**src/rtl/alu_op_sequencer.sv**
```systemverilog
// Front-end sequencer for the ALU datapath: accepts one op request, starts and waits on
// the multi-cycle units with timeout protection, and returns the selected result.
module alu_op_sequencer #(
    parameter int unsigned N       = 16,
    parameter int unsigned TIMEOUT = 64,
    parameter int unsigned ERRW    = 8
) (
    input  logic            clk,
    input  logic            rst,
    input  logic            req_valid,
    output logic            req_ready,
    input  logic [3:0]      req_op,
    input  logic [N-1:0]    req_a,
    input  logic [N-1:0]    req_b,
    output logic [N-1:0]    opa,
    output logic [N-1:0]    opb,
    output logic [3:0]      alu_op,
    output logic            mul_start,
    input  logic            mul_done,
    output logic            res_start,
    input  logic            res_done,
    input  logic [N-1:0]    mux_result,
    output logic            rsp_valid,
    input  logic            rsp_ready,
    output logic [N-1:0]    rsp_data,
    output logic            rsp_err,
    output logic            busy,
    output logic [ERRW-1:0] err_count
);

    typedef enum logic [2:0] {
        IDLE,
        EXEC,
        WAIT_MUL,
        WAIT_RES,
        RESP
    } state_t;

    localparam int unsigned TW = (TIMEOUT > 2) ? $clog2(TIMEOUT) : 1;

    state_t        state, state_next;
    logic [TW-1:0] tcnt;
    logic          accept, cap_ok, cap_err, tcnt_inc, done_sel, tmo;

    assign tmo = (tcnt == TW'(TIMEOUT - 1));

    always_comb begin
        state_next = state;
        accept     = 1'b0;
        cap_ok     = 1'b0;
        cap_err    = 1'b0;
        tcnt_inc   = 1'b0;
        req_ready  = (state == IDLE);
        busy       = (state != IDLE);
        rsp_valid  = (state == RESP);
        // The wait counter is zero only in the first cycle of a wait state.
        mul_start  = (state == WAIT_MUL) && (tcnt == '0);
        res_start  = (state == WAIT_RES) && (tcnt == '0);
        done_sel   = (state == WAIT_MUL) ? mul_done : res_done;
        case (state)
            IDLE: begin
                if (req_valid) begin
                    accept = 1'b1;
                    case (req_op)
                        4'b0000, 4'b0001, 4'b0100: state_next = EXEC;
                        4'b0010:                   state_next = WAIT_MUL;
                        4'b0011:                   state_next = WAIT_RES;
                        default: begin
                            state_next = RESP;
                            cap_err    = 1'b1;
                        end
                    endcase
                end
            end
            EXEC: begin
                cap_ok     = 1'b1;
                state_next = RESP;
            end
            WAIT_MUL, WAIT_RES: begin
                if (done_sel) begin
                    cap_ok     = 1'b1;
                    state_next = RESP;
                end else if (tmo) begin
                    cap_err    = 1'b1;
                    state_next = RESP;
                end else begin
                    tcnt_inc = 1'b1;
                end
            end
            RESP: begin
                if (rsp_ready) state_next = IDLE;
            end
            default: state_next = IDLE;
        endcase
    end

    always_ff @(posedge clk) begin
        if (rst) begin
            state     <= IDLE;
            opa       <= '0;
            opb       <= '0;
            alu_op    <= '0;
            rsp_data  <= '0;
            rsp_err   <= 1'b0;
            err_count <= '0;
            tcnt      <= '0;
        end else begin
            state <= state_next;
            if (accept) begin
                opa    <= req_a;
                opb    <= req_b;
                alu_op <= req_op;
                tcnt   <= '0;
            end else if (tcnt_inc) begin
                tcnt <= tcnt + TW'(1);
            end
            if (cap_ok) begin
                rsp_data <= mux_result;
                rsp_err  <= 1'b0;
            end else if (cap_err) begin
                rsp_data <= '0;
                rsp_err  <= 1'b1;
                if (err_count != '1) err_count <= err_count + ERRW'(1);
            end
        end
    end

endmodule
```
**config.mk**
```make
export PLATFORM = sky130hd
export DESIGN_NAME = alu_op_sequencer
export DESIGN_NICKNAME = d
export VERILOG_FILES = /design/src/rtl/alu_op_sequencer.sv
export SDC_FILE = /design/constraint.sdc
export NUM_CORES = 1
export LEC_CHECK = 0
export ABC_CLOCK_PERIOD_IN_PS = 1800
export BUFFER_PORTS_ARGS = -buffer_cell sky130_fd_sc_hd__buf_2
export CORE_ASPECT_RATIO = 0.8
export CORE_UTILIZATION = 42
export DETAILED_ROUTE_END_ITERATION = 10
export PLACE_DENSITY = 0.78
export SLEW_MARGIN = 0
export SYNTH_ARGS = -nofsm -noshare
export SYNTH_HDL_FRONTEND = slang
export SYNTH_SLANG_ARGS = --single-unit
```
**constraint.sdc**
```tcl
create_clock -name clk -period 1.8 [get_ports clk]
set_input_delay 0 -clock clk [delete_from_list [all_inputs] [get_ports clk]]
set_output_delay 0 -clock clk [all_outputs]
set_load 0.02 [all_outputs]
```
Word-level counts from Yosys, hierarchy flattened
Index checks and enable logic that the tools add are counted.

Input bits: 58. Output and inout port bits: 66. Register bits: 70. Logic and storage cells: 59.

Bitwise operators: 1. Eq/ne operators: 13. Add/sub/neg operators: 2. Reduce and logical (&&, ||, !) cells: 14. Multiplexer cells: 21.

Operators by type and width (number): two-way mux 16 bit (2); two-way mux 3 bit (4); case mux 3 bit (4 select lines) (1); two-way mux 1 bit (11); case mux 3 bit (3 select lines) (1); adder 8 x 1 -> 8 bit (second input constant) (1); equality test 4 x 2 -> 1 bit (second input constant) (2); inequality test 8 bit (second input constant) (1); adder 6 x 1 -> 6 bit (second input constant) (1); equality test 3 x 2 -> 1 bit (second input constant) (2); equality test 6 bit (second input constant) (1); logical NOT 6 bit (1); AND reduction 3 bit (2); OR reduction 2 bit (3); OR reduction 5 bit (1); equality test 4 x 1 -> 1 bit (second input constant) (1); equality test 4 x 3 -> 1 bit (second input constant) (1); logical NOT 4 bit (1); case mux 1 bit (2 select lines) (2); equality test 3 x 1 -> 1 bit (second input constant) (1); equality test 3 bit (second input constant) (1); logical NOT 3 bit (1); inequality test 3 bit (second input constant) (1); nonzero test 3 bit (1); 6 further kinds (7).

Depth between registers and ports, before layout
Depth in word-level cells: 7. Depth in mapped cells: 7. Depth with buffers taken out: 6.

Least setup slack after synthesis
OpenSTA, ideal clock, no wires.

Kind: flip-flop to flip-flop. From: reg state[0]. To: reg opa[0]. Library setup time: 0.070 ns. Period minus slack after synthesis: 1.992 ns. Slack: -0.192 ns. Arrival time: 1.921 ns. Cell stages (with the launch flop): 8. Data required time: 1.730 ns. Buffers on the path: 3. Cells stage by stage: dfxtp_1 > buf_6 > nor3_1 > and2_1 > clkbuf_1 > clkbuf_1 > nand2_1 > a21oi_1.

Cells in the longest elaborated chain, start to end: 2.

RTL lines: from (decl) (line 41) `state_t state, state_next;`; from (signal assigned) (line 108) `state <= state_next;`; logical NOT 3 bit; via req_ready (line 11) `output logic req_ready,`; two-way mux 1 bit (line 60) `case (state)`; to (signal assigned) (line 110) `opa <= req_a;`; to (decl) (line 15) `output logic [N-1:0] opa,`.

The timed path passes the listed nets, and every way through them passes these cells. A chain may end at the register's enable or synchronous reset.

Worst setup path in the final report
From: reg state[0]. To: reg err_count[3].

Cells in the longest elaborated chain, start to end: 6. Elaborated cells on any way between the ends: 12. Classes of those cells: 3 x eq/ne; 5 x mux; 1 x bitwise; 3 x reduce/logical.

RTL lines: equality test 3 x 2 -> 1 bit (line 59, 60); two-way mux 1 bit (line 59) `done_sel = (state == WAIT_MUL) ? mul_done : res_done;`; two-way mux 1 bit (line 80) `if (done_sel) begin`; case mux 1 bit (2 select lines) (line 60); NOT 1 bit (no line); AND reduction 3 bit (no line) (*); to (signal assigned) (line 123) `if (err_count != '1) err_count <= err_count + ERRW'(1);`; to (decl) (line 28) `output logic [ERRW-1:0] err_count`.

Every way passes the cells marked *; elsewhere a longest branch is shown, timed or not.

==> flow_metrics.py <==
metrics = {
    "place": {
        "numPlacedInstances": 547,
        "dp_hpwl_um": 5089,
        "routabilityCongestion": 0.8222,
        "io_buffers": 123,
    },
    "clock_tree": {
        "cts_sinks": 70,
        "cts-root-buf": "clkbuf_8",
        "clk_latency_ps": 330,
        "clk_path_buf_depth": 2,
        "htreeDepth": 3,
        "clk_pin_slew_worst_paths_ps": 70,
        "cts_tree": "built",
        "cts_buffers": 9,
    },
    "power_and_ir_drop": {
        "ir_worst_vdd_mv": 0.4972,
        "swShare_pct": 29.26,
        "power.switching_mw": 1.000,
        "power.density_nw_per_um2": 793.3,
        "p_int_mw": 2.419,
        "power_frac_seq_pct": 49.0,
        "clockPowerShare_pct": 30.3,
        "combPwrFrac_pct": 20.7,
        "leakage_nw": 1.943,
    },
    "sta": {
        "setup_viol": 0,
        "min_period_over_period_pct": 99.47,
        "fin_hold_ws_ps": 38.59,
        "finalHoldViolCount": 0,
        "fmax_mhz": 558.5,
        "final_max_slew_viol_count": 0,
        "tightest_slew_ps": 666.5,
        "clock_skew_ps": 5.354,
        "grt_setup_unrepaired": "true",
        "relSlewSlack_pct": 55.57,
        "min_period_ps": 1791,
    },
    "synth": {
        "avgSynthCellArea_um2": 8.021,
        "synth_top_area_share_pct": 50.50,
        "syn_area_um2": 2775,
        "synth.area.top_cells": "dfxtp_1 (50%), nand2_1 (13%), a21oi_1 (11%), nand3_1 (3.8%), clkbuf_1 (2.7%)",
        "yosys_warnings": 0,
        "ys_seq_elements": 70,
        "ys_seq_area_share_pct": 50.50,
        "yosys.area.top_type": "dfxtp_1",
        "syn_inst": 346,
        "ys.flop_type": "dfxtp_1",
        "synth-edff-count": 0,
        "synth_fp_nets": 407,
        "postSynth.asyncResetShare_pct": 0,
        "ys_types": 38,
    },
    "flow_run": {
        "max_cap_viol_count": 0,
    },
    "routing": {
        "route.detailed.drc": 0,
        "drtIter0Drc": 131,
        "avgRoutedWirePerCell_um": 13.33,
        "drt-vias-per-instance": 4.926,
        "drt-total-wl_um": 8239,
        "via_count": 3044,
        "ant_nets": 0,
        "drtPass1Iterations": 4,
    },
    "worst_setup_path": {
        "critPathLaunchType": "flop",
        "cp-end-kind": "flop",
        "path_cells": "or4b_4 > a21oi_4 > o22ai_4 > or3_1 > a21oi_2",
        "crit_fanout": 9,
        "cp.arrival_ps": 2050,
        "critical-path-max-stage-delay_ps": 530,
        "cp_top_family": "simple AND/OR/NAND/NOR gates",
        "crit_required_ps": 2060,
        "slowest_stage": "or4b_4",
        "crit_buf_inv": 0,
        "crit_type": "reg2reg",
    },
    "layout": {
        "final_cell_count_no_fill": 618,
        "antenna_cells": 0,
        "num-fill-cells": 533,
        "final_cell_mix": "buf_2 (123), nand2_1 (95), dfxtp_1 (69)",
        "layout_commonest_cell": "buf_2",
        "drive_above_1_share_pct": 32.58,
        "area_delta_synth_final_pct": 55.32,
        "fin_nets": 591,
    },
    "run_status": {
        "status": "finished, final reports clean",
    },
    "floorplan": {
        "core-area_um2": 6376,
        "num_rows": 26,
        "die_w_um": 92.88,
        "start_util_pct": 43.52,
        "dieArea_um2": 6939,
        "ioPinCount": 124,
        "die_h_um": 74.71,
    },
    "grt": {
        "grt_pass1_wl_um": 12850,
        "antenna_found_initial": 0,
        "grt_max_degree": 38,
        "grt_util_all_layers_pct": 23.81,
        "overflow": 0,
        "grt_pass1_vias": 2909,
    },
    "hold_path": {
        "hp-class": "in2reg",
    },
}
[timing repair]
action                                  CTS  global route
pin swaps                                 1             3
endpoints found under the setup margin    6             9
gates resized for setup                   1            10
hold endpoints to repair                 52             0
setup buffers                             1             3
hold buffers                             52             0
[power groups by stage]
stage | logic [mW] | registers [mW] | clock network, mW
after floorplan | 0.265 | 1.80 | 0
after CTS | 0.687 | 1.67 | 1.09
after detailed placement | 0.600 | 1.71 | 0
after global routing | 0.772 | 1.68 | 1.16
after global placement | 0.589 | 1.70 | 0
final | 0.708 | 1.67 | 1.04
[kinds of logic after synthesis]
family | synth area share (%)
simple gates | 25.02
mux | 1.127
flops | 50.50
compound gates | 15.92
xor+xnor | 1.894
buf+inv | 4.193
fa+ha+maj | 1.353
[worst min-delay path: cells and delay by family]
family | cells | cell delay (ps)
buffers and inverters | 1 | 120
AND/OR/NAND/NOR | 1 | 130
AO/OA/AOI/OAI | 1 | 70
[synthesized netlist by cell type, types with 2 or more instances]
cell,n
dfxtp_1,70
nand4_1,4
mux2i_1,2
and2_1,2
nor2_1,16
ha_1,3
xor2_1,5
nand3_1,21
o21ai_1,5
clkbuf_1,20
a21oi_1,62
or3_1,4
inv_1,8
nand2_1,95
and3_1,2
nand2b_1,2
nor3_1,3
a311oi_1,2
[flip-flops by register name, indices dropped and copies added, names as in the netlist]
signal and cells:
state 3, alu_op 4, opa 16, rsp_data 16, opb 16, rsp_err 1
err_count 8, tcnt 6
[layer usage]
metal,vias up,global-route usage [%],share of wire (%)
met4,0,10.09,2.4
met3,19,7.475,5.4
li1,1528,-,-
met5,-,0,0
met1,1399,26.18,41
met2,98,43.30,51
[final cells by class]
cell class | count | area (µm²) | share of cell area (%)
timing repair buffer | 194 | 1291 | 29.96
sequential | 70 | 1405 | 32.60
clock inverter | 5 | 27.53 | 0.6386
multi-input combinational | 247 | 1324 | 30.71
tap | 84 | 105.1 | 2.438
clock buffer | 10 | 127.6 | 2.961
inverter | 8 | 30.03 | 0.6967
[per-stage QoR]
stage	instance area (µm²)	power, mW	setup WS (ps)	setup TNS (ps)	utilization, %
4_1_cts	4252	3.446	15.23	0	66.68
3_3_place_gp	3567	2.293	34.17	0	55.95
5_1_grt	4310	3.612	-76.90	-250.0	67.60
6_report	4310	3.420	9.492	0	67.60
3_5_place_dp	3567	2.308	-41.82	-90.29	55.95
2_1_floorplan	2803	2.067	-18.40	-55.19	-
[worst paths after layout]
check                                      startpoint                        end  slack, ps  depth (start not counted)
worst max-delay path            state[0]$_SDFFE_PP0P_  err_count[3]$_SDFFE_PP0P_          9                          5
worst min-delay path                        req_valid      state[2]$_SDFFE_PP0P_         40                          3
worst max register to register  state[0]$_SDFFE_PP0P_  err_count[3]$_SDFFE_PP0P_          9                          5
worst min register to register    opa[4]$_SDFFE_PP0P_        opa[4]$_SDFFE_PP0P_        450                          2
Note: power is estimated with default switching activity, not from simulation.
